## src/rtl/wb_irq_ctrl.sv

```systemverilog
// wb_irq_ctrl
// Wishbone-slave interrupt controller. It captures the raw interrupt sources
// as edge or level events and masks them with ENABLE. Sources that software
// has claimed are held out of arbitration until they are completed. The
// lowest-index request wins and drives one registered irq line.
//
// Ports
//   clk, rst_n           system clock, synchronous active-low reset
//   irq_src_i[NUM_SRC]   raw interrupt sources, synchronous to clk
//   wb_adr_i[AW]         byte address, only [4:2] decoded
//   wb_dat_i[DW]         write data
//   wb_sel_i[4]          byte selects, writes need all four
//   wb_we_i/stb_i/cyc_i  Wishbone control
//   wb_dat_o[DW]         read data, loaded on every accepted transfer
//   wb_ack_o, wb_err_o   one-cycle response pulse, exactly one per transfer
//   wb_rty_o             always 0
//   irq_o                interrupt request to the cpu
//   irq_id_o[5]          index of the winning request, valid when irq_o=1
//
// Register map (word offsets)
//   0x00 STATUS    RO  PENDING & ENABLE & ~INSERV
//   0x04 PENDING   R   write-1-to-clear, edge sources only
//   0x08 ENABLE    RW
//   0x0C EDGE      RW  1 = rising-edge source, 0 = level source
//   0x10 CLAIM     R   {valid[31], id[4:0]}, claims the winner
//   0x14 COMPLETE  W   id[4:0], releases that source
//   0x18, 0x1C     unmapped, respond with err
//
// Bus FSM
//   state   | meaning
//   IDLE    | waiting for cyc & stb, accepts and registers the response
//   RESP    | ack/err is on the bus for this one cycle, strobe ignored
//
// DW must be at least 32 because the CLAIM valid flag sits at bit 31.

module wb_irq_ctrl #(
  parameter int NUM_SRC = 8,
  parameter int DW      = 32,
  parameter int AW      = 32
) (
  input  logic               clk,
  input  logic               rst_n,
  input  logic [NUM_SRC-1:0] irq_src_i,
  input  logic [AW-1:0]      wb_adr_i,
  input  logic [DW-1:0]      wb_dat_i,
  input  logic [3:0]         wb_sel_i,
  input  logic               wb_we_i,
  input  logic               wb_stb_i,
  input  logic               wb_cyc_i,
  output logic [DW-1:0]      wb_dat_o,
  output logic               wb_ack_o,
  output logic               wb_err_o,
  output logic               wb_rty_o,
  output logic               irq_o,
  output logic [4:0]         irq_id_o
);

  typedef enum logic {
    ST_IDLE = 1'b0,
    ST_RESP = 1'b1
  } state_t;

  localparam logic [2:0] A_STATUS   = 3'd0;
  localparam logic [2:0] A_PENDING  = 3'd1;
  localparam logic [2:0] A_ENABLE   = 3'd2;
  localparam logic [2:0] A_EDGE     = 3'd3;
  localparam logic [2:0] A_CLAIM    = 3'd4;
  localparam logic [2:0] A_COMPLETE = 3'd5;

  localparam logic [NUM_SRC-1:0] SRC_ONE = NUM_SRC'(1);

  state_t             r_state;
  state_t             w_state_nxt;

  logic [NUM_SRC-1:0] r_pending;
  logic [NUM_SRC-1:0] r_enable;
  logic [NUM_SRC-1:0] r_edge;
  logic [NUM_SRC-1:0] r_inserv;
  logic [NUM_SRC-1:0] r_src_q;

  logic [DW-1:0]      r_dat;
  logic               r_ack;
  logic               r_err;
  logic               r_irq;
  logic [4:0]         r_irq_id;

  logic               w_accept;
  logic [2:0]         w_adr;
  logic               w_sel_full;
  logic               w_bad;
  logic               w_wr;
  logic               w_rd;

  logic [NUM_SRC-1:0] w_req;
  logic [4:0]         w_winner;
  logic               w_any;

  logic [NUM_SRC-1:0] w_rise;
  logic [NUM_SRC-1:0] w_w1c_mask;
  logic [NUM_SRC-1:0] w_claim_mask;
  logic [NUM_SRC-1:0] w_cmpl_mask;
  logic [NUM_SRC-1:0] w_pending_nxt;
  logic [DW-1:0]      w_rdata;
  logic               w_unused;

  // Address bits outside [4:2] and data bits above the implemented sources
  // carry no meaning here.
  assign w_unused = ^{wb_adr_i, wb_dat_i};

  // ---------------------------------------------------------------- bus FSM
  always_ff @(posedge clk) begin
    if (!rst_n) begin
      r_state <= ST_IDLE;
    end else begin
      r_state <= w_state_nxt;
    end
  end

  always_comb begin
    w_state_nxt = r_state;
    w_accept    = 1'b0;
    case (r_state)
      ST_IDLE: begin
        if (wb_cyc_i && wb_stb_i) begin
          w_accept    = 1'b1;
          w_state_nxt = ST_RESP;
        end
      end
      ST_RESP: begin
        w_state_nxt = ST_IDLE;
      end
      default: begin
        w_state_nxt = ST_IDLE;
      end
    endcase
  end

  // ----------------------------------------------------------------- decode
  assign w_adr      = wb_adr_i[4:2];
  assign w_sel_full = (wb_sel_i == 4'hF);
  // Partial writes and the two unmapped words answer with err and do nothing.
  assign w_bad      = (w_adr > A_COMPLETE) || (wb_we_i && !w_sel_full);
  assign w_wr       = w_accept && wb_we_i && !w_bad;
  assign w_rd       = w_accept && !wb_we_i && !w_bad;

  // ------------------------------------------------------------ arbitration
  assign w_req = r_pending & r_enable & ~r_inserv;
  assign w_any = |w_req;

  // Scanning downward leaves the lowest set index as the winner.
  always_comb begin
    w_winner = 5'd0;
    for (int i = NUM_SRC - 1; i >= 0; i--) begin
      if (w_req[i]) begin
        w_winner = 5'(i);
      end
    end
  end

  // --------------------------------------------------------- source capture
  assign w_rise = irq_src_i & ~r_src_q;

  assign w_w1c_mask = (w_wr && (w_adr == A_PENDING)) ? wb_dat_i[NUM_SRC-1:0] : '0;

  // The claim uses the request vector as registered before this edge, so a
  // source rising in the same cycle cannot be claimed until the next one.
  assign w_claim_mask = (w_rd && (w_adr == A_CLAIM) && w_any) ?
                        (SRC_ONE << w_winner) : '0;

  assign w_cmpl_mask = (w_wr && (w_adr == A_COMPLETE) &&
                        (32'(wb_dat_i[4:0]) < NUM_SRC)) ?
                       (SRC_ONE << wb_dat_i[4:0]) : '0;

  // Edge sources: a new rising edge beats any clear in the same cycle, so an
  // event arriving during a W1C or claim is never lost. Level sources simply
  // follow the input.
  assign w_pending_nxt = (r_edge & (w_rise | (r_pending & ~(w_w1c_mask | w_claim_mask)))) |
                         (~r_edge & irq_src_i);

  // --------------------------------------------------------- register file
  always_ff @(posedge clk) begin
    if (!rst_n) begin
      r_pending <= '0;
      r_enable  <= '0;
      r_edge    <= '0;
      r_inserv  <= '0;
      r_src_q   <= '0;
    end else begin
      r_src_q   <= irq_src_i;
      r_pending <= w_pending_nxt;
      r_inserv  <= (r_inserv | w_claim_mask) & ~w_cmpl_mask;
      if (w_wr && (w_adr == A_ENABLE)) begin
        r_enable <= wb_dat_i[NUM_SRC-1:0];
      end
      if (w_wr && (w_adr == A_EDGE)) begin
        r_edge <= wb_dat_i[NUM_SRC-1:0];
      end
    end
  end

  // --------------------------------------------------------------- read mux
  always_comb begin
    w_rdata = '0;
    case (w_adr)
      A_STATUS:  w_rdata[NUM_SRC-1:0] = w_req;
      A_PENDING: w_rdata[NUM_SRC-1:0] = r_pending;
      A_ENABLE:  w_rdata[NUM_SRC-1:0] = r_enable;
      A_EDGE:    w_rdata[NUM_SRC-1:0] = r_edge;
      A_CLAIM: begin
        if (w_any) begin
          w_rdata[31]  = 1'b1;
          w_rdata[4:0] = w_winner;
        end
      end
      default: w_rdata = '0;
    endcase
  end

  // ------------------------------------------------------ registered outputs
  always_ff @(posedge clk) begin
    if (!rst_n) begin
      r_dat    <= '0;
      r_ack    <= 1'b0;
      r_err    <= 1'b0;
      r_irq    <= 1'b0;
      r_irq_id <= 5'd0;
    end else begin
      r_ack    <= w_accept && !w_bad;
      r_err    <= w_accept && w_bad;
      // Writes and errors return zero; read data holds until the next transfer.
      if (w_accept) begin
        r_dat <= w_rd ? w_rdata : '0;
      end
      r_irq    <= w_any;
      r_irq_id <= w_winner;
    end
  end

  assign wb_dat_o = r_dat;
  assign wb_ack_o = r_ack;
  assign wb_err_o = r_err;
  assign wb_rty_o = 1'b0;
  assign irq_o    = r_irq;
  assign irq_id_o = r_irq_id;

endmodule

```

## config.mk

```make
export PLATFORM = sky130hd
export DESIGN_NAME = wb_irq_ctrl
export DESIGN_NICKNAME = d
export VERILOG_FILES = /design/src/rtl/wb_irq_ctrl.sv
export SDC_FILE = /design/constraint.sdc
export NUM_CORES = 1
export LEC_CHECK = 0
export BUFFER_PORTS_ARGS = -buffer_cell sky130_fd_sc_hd__buf_4
export CORE_ASPECT_RATIO = 1.25
export CORE_MARGIN = 3
export CORE_UTILIZATION = 30
export CTS_CLUSTER_SIZE = 20
export DETAILED_ROUTE_END_ITERATION = 8
export GPL_TIMING_DRIVEN = 0
export MAX_ROUTING_LAYER = met4
export PLACE_DENSITY = 0.62
export SLEW_MARGIN = 20
export SYNTH_ARGS = -nofsm -noshare
export SYNTH_HDL_FRONTEND = slang
export SYNTH_SLANG_ARGS = --single-unit
```

## constraint.sdc

```tcl
create_clock -name clk -period 2 [get_ports clk]
set_input_delay 0.1 -clock clk [delete_from_list [all_inputs] [get_ports clk]]
set_output_delay 0.1 -clock clk [all_outputs]
set_load 0.02 [all_outputs]
```

==> implementation parameters <==
Parameter                              Value

Global routing
  Total global routing track utilization ... 15.1%
  Vias in the first global route ... 2358
  Number of antenna violations at the first check in global routing ... 0
  Wire length of the first global-routing pass ... about 12000 µm
  Total congestion overflow after global routing ... 0
  Maximum number of pins on one net before global-route repair ... 17

Setup path
  Arrival time worst endpoint ... around 1900 ps
  Number of buffer and inverter instances along the worst setup path ... 1
  Required time worst endpoint ... 2210 ps
  Largest stage delay on the critical path ... around 310 ps
  Class of the most critical setup path ... register to register
  Cell class contributing the biggest share of worst-path delay ... simple AND/OR/NAND/NOR gates
  CP endpoint kind ... register
  Slowest stage cell, crit path ... sky130_fd_sc_hd__dfxtp_1
  Cell-by-cell listing of the critical path ... and3b_1 > buf_6 > nand4b_4 > nor3_2 > nand3_1 > a22o_1
  Category of the worst setup path launch point ... register
  Beginning of the worst register-to-register path ... r_state
  Worst setup startpoint ... r_state
  Max FO, Critical Path ... 8

Yosys
  Cell type contributing the most total cell area after synthesis ... sky130_fd_sc_hd__dfxtp_1
  Number of enable flip-flop cells after synthesis ... 0
  Biggest area contributors in the synthesized netlist ... sky130_fd_sc_hd__dfxtp_1 (40%), sky130_fd_sc_hd__buf_4 (6.9%), sky130_fd_sc_hd__nand2_1 (5.5%)
  Flops & latches, synth ... 56
  Share of synthesized area occupied by flip-flops and latches ... about two fifths
  Netlist cell types ... between 40 and 50
  Post-synth top area share ... about two fifths
  Synth top cells by count ... sky130_fd_sc_hd__dfxtp_1 (56), sky130_fd_sc_hd__nand2_1 (41), sky130_fd_sc_hd__buf_4 (26)
  Post-synth design cell area ... 2810 µm²
  Mean instance size in the synthesized netlist ... 8.60 µm²
  Top-count cell post-synth ... sky130_fd_sc_hd__dfxtp_1
  Main synth FF type ... sky130_fd_sc_hd__dfxtp_1
  Fraction of synthesis flops using an asynchronous set or reset pin ... 0%
  Synth Warn # ... 0
  Post-Synthesis Cells ... between 300 and 400

CTS
  CTS tree ... built
  Clock transition at the registers of the reported paths ... 100 ps
  Clock root buffer ... sky130_fd_sc_hd__clkbuf_8
  Sink Count ... 56
  Resized cells post-CTS ... 0
  Insertion delay of the later-clocked pin in the worst-skew pair ... 310 ps
  TritonCTS Buffers ... 5
  H-tree level count ... 2
  Hold buffer count at CTS ... 0
  Post-CTS Setup Repair Bufs ... 0
  Number of buffers on the longest clock path ... 2

Run status
  Run status ... complete, no violations

Die
  Number of placed I/O pins ... 122
  DIE AREA ... 10600 µm²
  Row count ... 38
  Horizontal extent of the die ... 92.6 µm
  CORE AREA ... between 8000 and 9000 µm²
  Effective utilization at floorplan ... 31.6%
  Die extent in y ... 114 µm

Layout
  Final nets ... 479
  Multi-input gate area in the final layout ... 1490 µm²
  Number of antenna diodes ... 0
  FF+latch area ... roughly 1100 µm²
  Layout-stage area growth over the synthesis result ... 22.9%
  Fraction of final layout cells with drive strength greater than 1 ... a little over a fifth
  Number of fillers in the final layout ... between 900 and 1000

Detailed routing
  Residual DRC ... 0
  DR vias/cell ... 4.78
  First-pass iteration count of the detailed router ... 4
  1st-iter DRT viols ... 163
  Total number of vias ... 2479
  Wire length per cell after detailed routing ... 14.7 µm
  Antenna-violating nets left ... 0
  Post-Route WL ... 7640 µm

Pwr
  Worst vdd rail ir drop ... 0.289 mV
  Leakage component of the power ... 1.41 nW
  Pwr dens ... 622 nW/µm²

STA
  RSZ-0062 raised after global routing ... false
  Worst-case headroom to the max-slew limit ... 60.8%
  Final-report max-slew violation count ... 0
  Setup ws final ... 331 ps
  Period Utilization, post-route ... 83.4%
  Slew at the pin closest to its max-slew limit ... between 500 and 600 ps
  Max frequency ... 0.599 GHz
  Final Hold Fails ... 0
  Final setup vio count ... 0
  Post-Route Setup TNS ... 0 ps
  Post-layout minimum cycle time ... 1670 ps
  Post-route clock skew ... 4.91 ps

Placed design
  Worst slack after detailed placement ... around 350 ps
  Final RePlAce weighted congestion ... between 0.9 and 1
  Count of buffers from port buffering ... 39
  Final HPWL from detailed placement ... just under 6000 µm

Job
  Max Cap Violations ... 0

Hold path
  Origin of the worst min-delay path ... irq_src_i[4]
  Worst hold-check path type ... primary input to register
==> report_power, final <==
part / switching [mW] / internal (mW)
Combinational: 0.158 / 0.115
Clock: 0.355 / 0.372
Sequential: 0.0123 / 1.14
Total: 0.525 / 1.62
==> final timing paths <==
check	to	slack, ps	cells past startpoint
worst max register to register	r_pending[4]	330	6
worst min register to register	r_inserv[4]	470	2
worst max-delay path	r_pending[4]	330	6
worst min-delay path	r_src_q[4]	10	2
==> worst reg2reg max path: cells and delay by family (launching register included) <==
family | cells | cell delay [ps]
DFF | 1 | 310
AOI/OAI and AO/OA | 1 | 260
and+or+nand+nor | 4 | 850
buffers and inverters | 1 | 140
==> metal layers <==
metal / up-vias / GRT usage (%) / part of all wire, %
li1: 1237 / - / -
met1: 1121 / 18.6 / 42
met2: 105 / 24.1 / 48
met3: 16 / 2.37 / 7.2
met4: 0 / 7.23 / 2.6
met5: - / - / 0
==> logic make-up (layout without fill, tap and decap cells) <==
group / after synthesis / count (layout) / synth area share (%)
other: 1 / 26 / 0.133
multiplexers: 8 / 8 / 2.85
AO/OA/AOI/OAI: 77 / 77 / 17.7
AND/OR/NAND/NOR: 139 / 139 / 28.9
flip-flops: 56 / 56 / 39.9
buffers and inverters: 46 / 93 / 10.6
==> final cells by class <==
type | instances | area share [%]
buffer | 41 | 8.07
clock buffer | 6 | 2.10
clock inverter | 2 | 1.01
inverter | 5 | 0.543
multi-input combinational | 250 | 43.0
sequential | 56 | 32.4
tap | 120 | 4.34
timing repair buffer | 39 | 8.47
==> registers in the layout (all words and copies together) (netlist names) <==
signal and flops:
r_state 1, irq_o 1, r_inserv 8, wb_err_o 1, r_src_q 8, r_pending 8, wb_dat_o 9, irq_id_o 3
r_edge 8, r_enable 8, wb_ack_o 1
==> cells in the final DEF, fill, tap and decap left out, types with 8 or more instances in the layout <==
master | netlist | layout
sky130_fd_sc_hd__buf_4 | 26 | 65
sky130_fd_sc_hd__dfxtp_1 | 56 | 56
sky130_fd_sc_hd__nand2_1 | 41 | 41
sky130_fd_sc_hd__conb_1 | 1 | 26
sky130_fd_sc_hd__a21oi_1 | 23 | 23
sky130_fd_sc_hd__nor2b_1 | 15 | 15
sky130_fd_sc_hd__and2_1 | 14 | 14
sky130_fd_sc_hd__nand3_1 | 14 | 14
sky130_fd_sc_hd__o21ai_0 | 14 | 14
sky130_fd_sc_hd__nor2_1 | 12 | 12
sky130_fd_sc_hd__clkbuf_1 | 8 | 9
sky130_fd_sc_hd__a21boi_0 | 9 | 9
sky130_fd_sc_hd__nand3b_1 | 8 | 8
sky130_fd_sc_hd__mux2i_1 | 8 | 8
==> stage by stage <==
stage | cells | total power, mW | hold WS [ps] | util [%] | instance area (µm²)
3_5_place_dp | 511 | 1.45 | 335 | 37.7 | 3350
3_3_place_gp | 511 | 1.44 | 331 | 37.7 | 3350
5_1_grt | 519 | 2.24 | 13.0 | 38.9 | 3460
6_report | 519 | 2.15 | 14.3 | 38.9 | 3460
4_1_cts | 519 | 2.16 | 9.31 | 38.9 | 3460
2_1_floorplan | 352 | 1.35 | 244 | - | 2910
Power figures use the tool's default switching activity.
